<file path="src/rtl/param_queue.sv">
`default_nettype none
// ============================================================================
// Module   : param_queue
// Purpose  : Ready/valid FIFO of any depth with pipe mode, almost-full flag
//            and synchronous flush. Define PARAM_QUEUE_BYPASS_EN for a
//            zero-latency pass-through when the queue is empty.
// Revision : 1.0
// ============================================================================
module param_queue #(
    parameter int NBITS        = 8,
    parameter int NUM_ENTRIES  = 2,
    parameter int PIPE_MODE    = 0,
    parameter int AFULL_THRESH = NUM_ENTRIES - 1,
    localparam int CW          = $clog2(NUM_ENTRIES + 1),
    localparam int PW          = (NUM_ENTRIES > 1) ? $clog2(NUM_ENTRIES) : 1
) (
    input  logic             clk_i,
    input  logic             reset_i,
    input  logic             clear_i,
    input  logic [NBITS-1:0] recv_msg_i,
    input  logic             recv_val_i,
    output logic             recv_rdy_o,
    output logic [NBITS-1:0] send_msg_o,
    output logic             send_val_o,
    input  logic             send_rdy_i,
    output logic [CW-1:0]    count_o,
    output logic             almost_full_o
);

    localparam logic [CW-1:0] FULL_COUNT  = CW'(NUM_ENTRIES);
    localparam logic [CW-1:0] AFULL_LEVEL = CW'(AFULL_THRESH);
    localparam logic [PW-1:0] LAST_PTR    = PW'(NUM_ENTRIES - 1);

    logic [NBITS-1:0] mem_q [NUM_ENTRIES];
    logic [PW-1:0]    head_q, head_d;
    logic [PW-1:0]    tail_q, tail_d;
    logic [CW-1:0]    count_q, count_d;
    logic             afull_q, afull_d;

    logic w_full;
    logic w_empty;
    logic w_recv_xfer;
    logic w_send_xfer;
    logic w_pass;
    logic w_enq;
    logic w_deq;

    assign w_full  = (count_q == FULL_COUNT);
    assign w_empty = (count_q == '0);

    generate
        if (PIPE_MODE != 0) begin : g_pipe
            // A departing head frees the slot the incoming message will take.
            assign recv_rdy_o = (!w_full || send_rdy_i) && !clear_i;
        end else begin : g_normal
            assign recv_rdy_o = !w_full && !clear_i;
        end
    endgenerate

`ifdef PARAM_QUEUE_BYPASS_EN
    assign send_val_o = w_empty ? (recv_val_i && !clear_i) : !clear_i;
    assign send_msg_o = w_empty ? recv_msg_i : mem_q[head_q];
`else
    assign send_val_o = !w_empty && !clear_i;
    assign send_msg_o = mem_q[head_q];
`endif

    assign w_recv_xfer = recv_val_i && recv_rdy_o;
    assign w_send_xfer = send_val_o && send_rdy_i;

`ifdef PARAM_QUEUE_BYPASS_EN
    // Both transfers while empty can only be the pass-through path.
    assign w_pass = w_empty && w_recv_xfer && w_send_xfer;
`else
    assign w_pass = 1'b0;
`endif

    assign w_enq = w_recv_xfer && !w_pass;
    assign w_deq = w_send_xfer && !w_pass;

    always_comb begin
        head_d  = head_q;
        tail_d  = tail_q;
        count_d = count_q;
        if (clear_i) begin
            head_d  = '0;
            tail_d  = '0;
            count_d = '0;
        end else begin
            if (w_enq) begin
                tail_d = (tail_q == LAST_PTR) ? '0 : tail_q + 1'b1;
            end
            if (w_deq) begin
                head_d = (head_q == LAST_PTR) ? '0 : head_q + 1'b1;
            end
            if (w_enq && !w_deq) begin
                count_d = count_q + 1'b1;
            end else if (!w_enq && w_deq) begin
                count_d = count_q - 1'b1;
            end
        end
        afull_d = (count_d >= AFULL_LEVEL);
    end

    always_ff @(posedge clk_i) begin
        if (!reset_i) begin
            head_q  <= '0;
            tail_q  <= '0;
            count_q <= '0;
            afull_q <= (AFULL_LEVEL == '0);
        end else begin
            head_q  <= head_d;
            tail_q  <= tail_d;
            count_q <= count_d;
            afull_q <= afull_d;
        end
    end

    // Storage is deliberately left unreset.
    always_ff @(posedge clk_i) begin
        if (w_enq) begin
            mem_q[tail_q] <= recv_msg_i;
        end
    end

    always_ff @(posedge clk_i) begin
        if (reset_i && !clear_i) begin
            assert (count_q <= FULL_COUNT);
            assert (!(w_deq && w_empty));
        end
    end

    assign count_o       = count_q;
    assign almost_full_o = afull_q;

endmodule
`default_nettype wire
</file>
<file path="config.mk">
export PLATFORM = sky130hd
export DESIGN_NAME = param_queue
export DESIGN_NICKNAME = d
export VERILOG_FILES = /design/src/rtl/param_queue.sv
export SDC_FILE = /design/constraint.sdc
export NUM_CORES = 1
export LEC_CHECK = 0
export CELL_PAD_IN_SITES_DETAIL_PLACEMENT = 0
export CELL_PAD_IN_SITES_GLOBAL_PLACEMENT = 1
export CORE_MARGIN = 8
export CORE_UTILIZATION = 39
export DETAILED_ROUTE_END_ITERATION = 16
export GPL_TIMING_DRIVEN = 1
export PLACE_DENSITY = 0.82
export SLEW_MARGIN = 5
export SYNTH_ARGS = -nofsm -noshare
export SYNTH_HDL_FRONTEND = slang
export SYNTH_SLANG_ARGS = --single-unit
</file>
<file path="constraint.sdc">
create_clock -name clk_i -period 4.2 [get_ports clk_i]
set_input_delay 0.63 -clock clk_i [delete_from_list [all_inputs] [get_ports clk_i]]
set_output_delay 0.63 -clock clk_i [all_outputs]
set_load 0.005 [all_outputs]
</file>
# --- After elaboration in Yosys (flattened, before gate mapping) ---
# Memory sizes are Yosys's and may differ from the RTL's. A register that Yosys moved wholly into a read port is not among the register bits.
# Cells that the tools add are included.
totals:
  register_bits: 5
  mem_bits_rw: 16
  in_bits: 13
  out_inout_bits: 13
  word_cells: 34
  memories: 1
memory_table:
  columns: ["memory", "depth", "word_bits", "read_ports", "rd_clocked_by_memory_dff", "write_ports", "line_no", "source"]
  rows:
  - ["mem_q", 2, 8, 1, 1, 1, "34", "logic [NBITS-1:0] mem_q [NUM_ENTRIES];"]
classes:
  n_addsub: 4
  n_lt_le_gt_ge: 1
  n_eq_ne: 1
  mux: 9
  n_bitwise: 1
  n_reduce_logical: 13
ops:
  columns: ["cell", "n"]
  rows:
  - ["1-bit logical AND", 6]
  - ["1-bit two-way mux", 6]
  - ["2-bit two-way mux", 3]
  - ["1-bit zero test", 5]
  - ["1-bit adder, second input constant", 2]
  - ["2-bit by 1-bit adder with 2-bit output, second input constant", 1]
  - ["2-bit == test, second input constant", 1]
  - ["2-bit by 1-bit >= comparator with 1-bit output, second input constant", 1]
  - ["2-bit zero test", 1]
  - ["2-bit OR reduction", 1]
  - ["2-bit by 1-bit subtractor with 2-bit output, second input constant", 1]
  - ["1-bit inverter", 1]

# --- Depth between registers and ports, before layout ---
logic_depth:
  depth_word: 10
  ltp_mapped: 7
  ltp_nobuf: 6

# --- Least setup slack after synthesis ---
# OpenSTA, ideal clock, no wires.
synth_path:
  path_type: "input to register"
  start: "input port clear_i"
  end: "memory mem_q[0][0] (enable)"
  setup_time_ns: 0.370
  arrival_ns: 1.515
  t_required_ns: 3.830
  slack_ns: 2.315
  path_stages: 3
  path_buffers: 1
  path_cell_list: "or3b_1 > buf_6 > nor2_1"
synth_between:
  elab_chain_len: 5
synth_rtl:
  columns: ["element", "line_no", "source"]
  rows:
  - ["start: declaration", "19", "input logic clear_i,"]
  - ["1-bit zero test", null, null]
  - ["1-bit logical AND", "56", "assign recv_rdy_o = !w_full && !clear_i;"]
  - ["1-bit logical AND", "68", "assign w_recv_xfer = recv_val_i && recv_rdy_o;"]
  - ["1-bit two-way mux", "121", "if (w_enq) begin"]
  - ["1-bit two-way mux (implied by the code)", "122", "mem_q[tail_q] <= recv_msg_i;"]
  - ["end: declaration", "34", null]
# Every way passes these cells.

# --- Worst setup path in the final report ---
layout_path:
  start: "input port clear_i"
  end: "output port recv_rdy_o"
layout_between:
  elab_chain_len: 2
layout_rtl:
  columns: ["element", "line_no", "source"]
  rows:
  - ["1-bit zero test", null, null]
  - ["1-bit logical AND", "56", null]
  - ["end: declaration", "22", "output logic recv_rdy_o,"]
# Every way passes these cells.

==> metrics.md <==
| Metric | Value |
|---|---|
| Cell variety after synth | `23` |
| # nets final | `between 100 and 150` |
| Area grow syn2layout | `31.8%` |
| RSZ-0062 raised after global routing | `no` |
| Syn Nets | `76` |
| # DRC | `0` |
| Reg2Reg Depth | `4` |
| Hold path start | `count_o[0]$_SDFF_PN0_` |
| Share of power burned in the clock network | `22.5%` |
| Final Hold Vio Count | `0` |
| Setup Skew | `around 2.6 ps` |
| Worst Path Required | `3570 ps` |
| Hold Crit Depth | `1` |
| # fillers | `roughly 200` |
| Number of global-route vias before repair | `approximately 560` |
| Flop pwr share | `64.6%` |
| # rows | `17` |
| WL/cell | `between 10 and 15 microns` |
| Core Footprint | `approximately 2200 sq um` |
| Most frequent cells in the layout | `25 x clkdlybuf4s50_1, 16 x edfxtp_1, 8 x mux2_2, 8 x nor2_1, 6 x dfxtp_1` |
| Reg-to-Reg Start | `count_o[0]$_SDFF_PN0_` |
| Max clock buf depth | `2` |
| Critical Path Source Type | `input pin` |
| Worst Max-Slew Pin Slew | `about 640 ps` |
| DRT Wirelength | `1510 microns` |
| Yosys top cell by area | `edfxtp_1` |
| DRT Pass-1 Iters | `4` |
| Sw Share | `~19%` |
| CTS clk-pin slew, worst paths | `approximately 100 ps` |
| Hold WC Path Type | `reg -> reg` |
| Arrival time worst endpoint | `around 1900 ps` |
| Fin Hold WS | `roughly 520 ps` |
| Synth top area share | `a little over half` |
| Synth area leaders | `edfxtp_1 53%, dfxtp_1 13%, mux2_2 9.9%` |
| DIE AREA | `about 4000 sq um` |
| Critical path peak fanout | `5` |
| Min Tclk post-route | `approximately 2500 ps` |
| Tcrit/Tclk final | `60.2%` |
| Sequential-to-total area share from yosys stat | `66.3%` |
| NetSw | `approximately 72 uW` |
| FF-to-FF End | `mem_q[0][6]$_DFFE_PP_` |
| First-pass GRT wire length | `approximately 2400 microns` |
| Share of layout cells above drive strength 1 | `between 10% and 20%` |
| Clk sink count | `22` |
| ANT nets after route | `0` |
| Synth Warn # | `0` |
| F_max | `slightly below 400 MHz` |
| Input/output buffers | `25` |
| Final setup violation count | `0` |
| Maxcap violations | `0` |
| Leak Pwr | `~0.4 nW` |
| Die width | `64.2 microns` |
| Synthesized instance count | `61` |
| Starting density of the core | `between 40 and 50%` |
| Die H | `64.2 microns` |
| Critical Path End | `recv_rdy_o` |
| DR vias | `~530` |
| CTS Buf Count | `3` |
| H-tree levels | `1` |
| # IOs | `26` |
| Post-CTS resize count | `0` |
| Logic pwr share | `12.9%` |
| Slew Viols, Final | `0` |
| Clock root cell | `clkbuf_4` |
| Drt via density | `4.66` |
| PD cells | `between 300 and 400 nW/um^2` |
| Detail Placement HPWL | `roughly 1200 microns` |
| Setup TNS | `0 ps` |
| Commonest non-fill, non-tap cell in the layout | `clkdlybuf4s50_1` |
| GRT overflow | `0` |
| Dpl cells | `between 100 and 150` |
| Crit. Startpoint | `clear_i` |
| Iteration-0 DRC Markers | `5` |
| Type of the worst setup path | `in -> out` |
| Hold buffers post-CTS | `0` |
| R2r setup slk | `between 2000 and 2500 ps` |
| #FFs+latches synth | `22` |
| CTS tree | `yes` |
| GRT Total Usage | `around 7.5%` |
| VDD IR max | `0.000215 V` |
| Status | `finished clean` |
| Internal power | `~300 uW` |
| Max_slew headroom | `a little under three fifths` |
| Final Power | `about 380 uW` |
| Non-Filler Instances | `~110` |
| Post-Syn Area | `between 900 and 1000 sq um` |
| Placed Instance Area | `1170 sq um` |
| Post CTS Setup Buffer Count | `0` |
| Placer Congestion | `slightly above 0.7` |
| Largest net degree at the start of global routing | `12` |
| Final instance area | `~1200 sq um` |
| Clk Latency, worst-skew pair | `about 280 ps` |
| Antenna diodes | `0` |
| Post-Syn Area per Cell | `14.9 sq um` |
| Initial antenna violation count | `0` |
| Crit end category | `output pin` |
==> cell usage after synthesis <==
cell type / count
xnor2_2: 1
a311oi_1: 1
a21oi_1: 1
mux2_2: 8
edfxtp_1: 16
nand3_1: 1
a211oi_1: 1
a221oi_1: 1
inv_1: 2
nand3_2: 1
nor2_1: 8
buf_6: 1
and3_2: 1
xnor2_1: 1
nand2_1: 1
clkbuf_1: 1
xor2_1: 2
or3b_1: 2
buf_2: 1
ha_1: 2
dfxtp_1: 6
nand2b_1: 1
mux2i_1: 1
==> area by class of cell <==
type,instances,area [sq um],share of cell area [%]
Multi-Input combinational cell,34,278,23.3
Inverter,2,7.51,0.629
Sequential cell,22,601,50.3
Timing Repair Buffer,25,250,21.0
Tap cell,28,35.0,2.94
Clock buffer,3,22.5,1.89
==> power by group through the flow <==
stage,Sequential [mW],Combinational (mW),Clock [mW]
6_report,0.243,0.0484,0.0846
3_3_place_gp,0.247,0.0485,0
2_1_floorplan,0.247,0.0218,0
5_1_grt,0.244,0.0531,0.0917
3_5_place_dp,0.248,0.0490,0
4_1_cts,0.243,0.0494,0.0856
==> logic make-up after synthesis <==
family / after synthesis / synth area share, %
flip-flops: 22 / 66.3
AND/OR/NAND/NOR: 15 / 8.84
multiplexers: 9 / 11.1
buffers and inverters: 5 / 3.04
AO/OA/AOI/OAI: 4 / 3.32
XOR/XNOR: 4 / 4.70
adder cells (fa/ha/maj): 2 / 2.76
==> state kept, by name (all words and copies together), names as in the netlist, named ones only <==
signal and flops:
count_o 2, almost_full_o 1, mem_q 16, head_q 1
tail_q 1
==> worst max-delay path: stages <==
cell,delay (ps)
clkdlybuf4s50_1,460
nor2_1,250
clkdlybuf4s50_1,560
==> stage by stage <==
| step | utilization [%] | worst slack (ps) |
|---|---|---|
| 2_1_floorplan | - | 2310 |
| 3_3_place_gp | 52.9 | 1660 |
| 3_5_place_dp | 52.9 | 1640 |
| 4_1_cts | 54.0 | 1660 |
| 5_1_grt | 54.0 | 1560 |
| 6_report | 54.0 | 1670 |
==> metal layers <==
layer / vias to the layer above / wire length, microns / track usage (%) / part of all wire, %
li1: 270 / - / - / -
met1: 241 / 625 / 7.95 / 41
met2: 18 / 703 / 11.8 / 47
met3: 2 / 162 / 4.18 / 11
met4: 0 / 17 / 4.09 / 1.1
met5: - / 0 / 0 / 0
==> how the worst min path moves through the flow <==
stage	endpoint	slack, ps
after global routing	almost_full_o$_SDFF_PN0_	550
after floorplan	flip-flop	470
after CTS	almost_full_o$_SDFF_PN0_	520
after detailed placement	flip-flop	510
after global placement	head_q$_SDFFE_PP0P_	490
final	almost_full_o$_SDFF_PN0_	520
No activity file was read; power rests on OpenSTA's default activity.
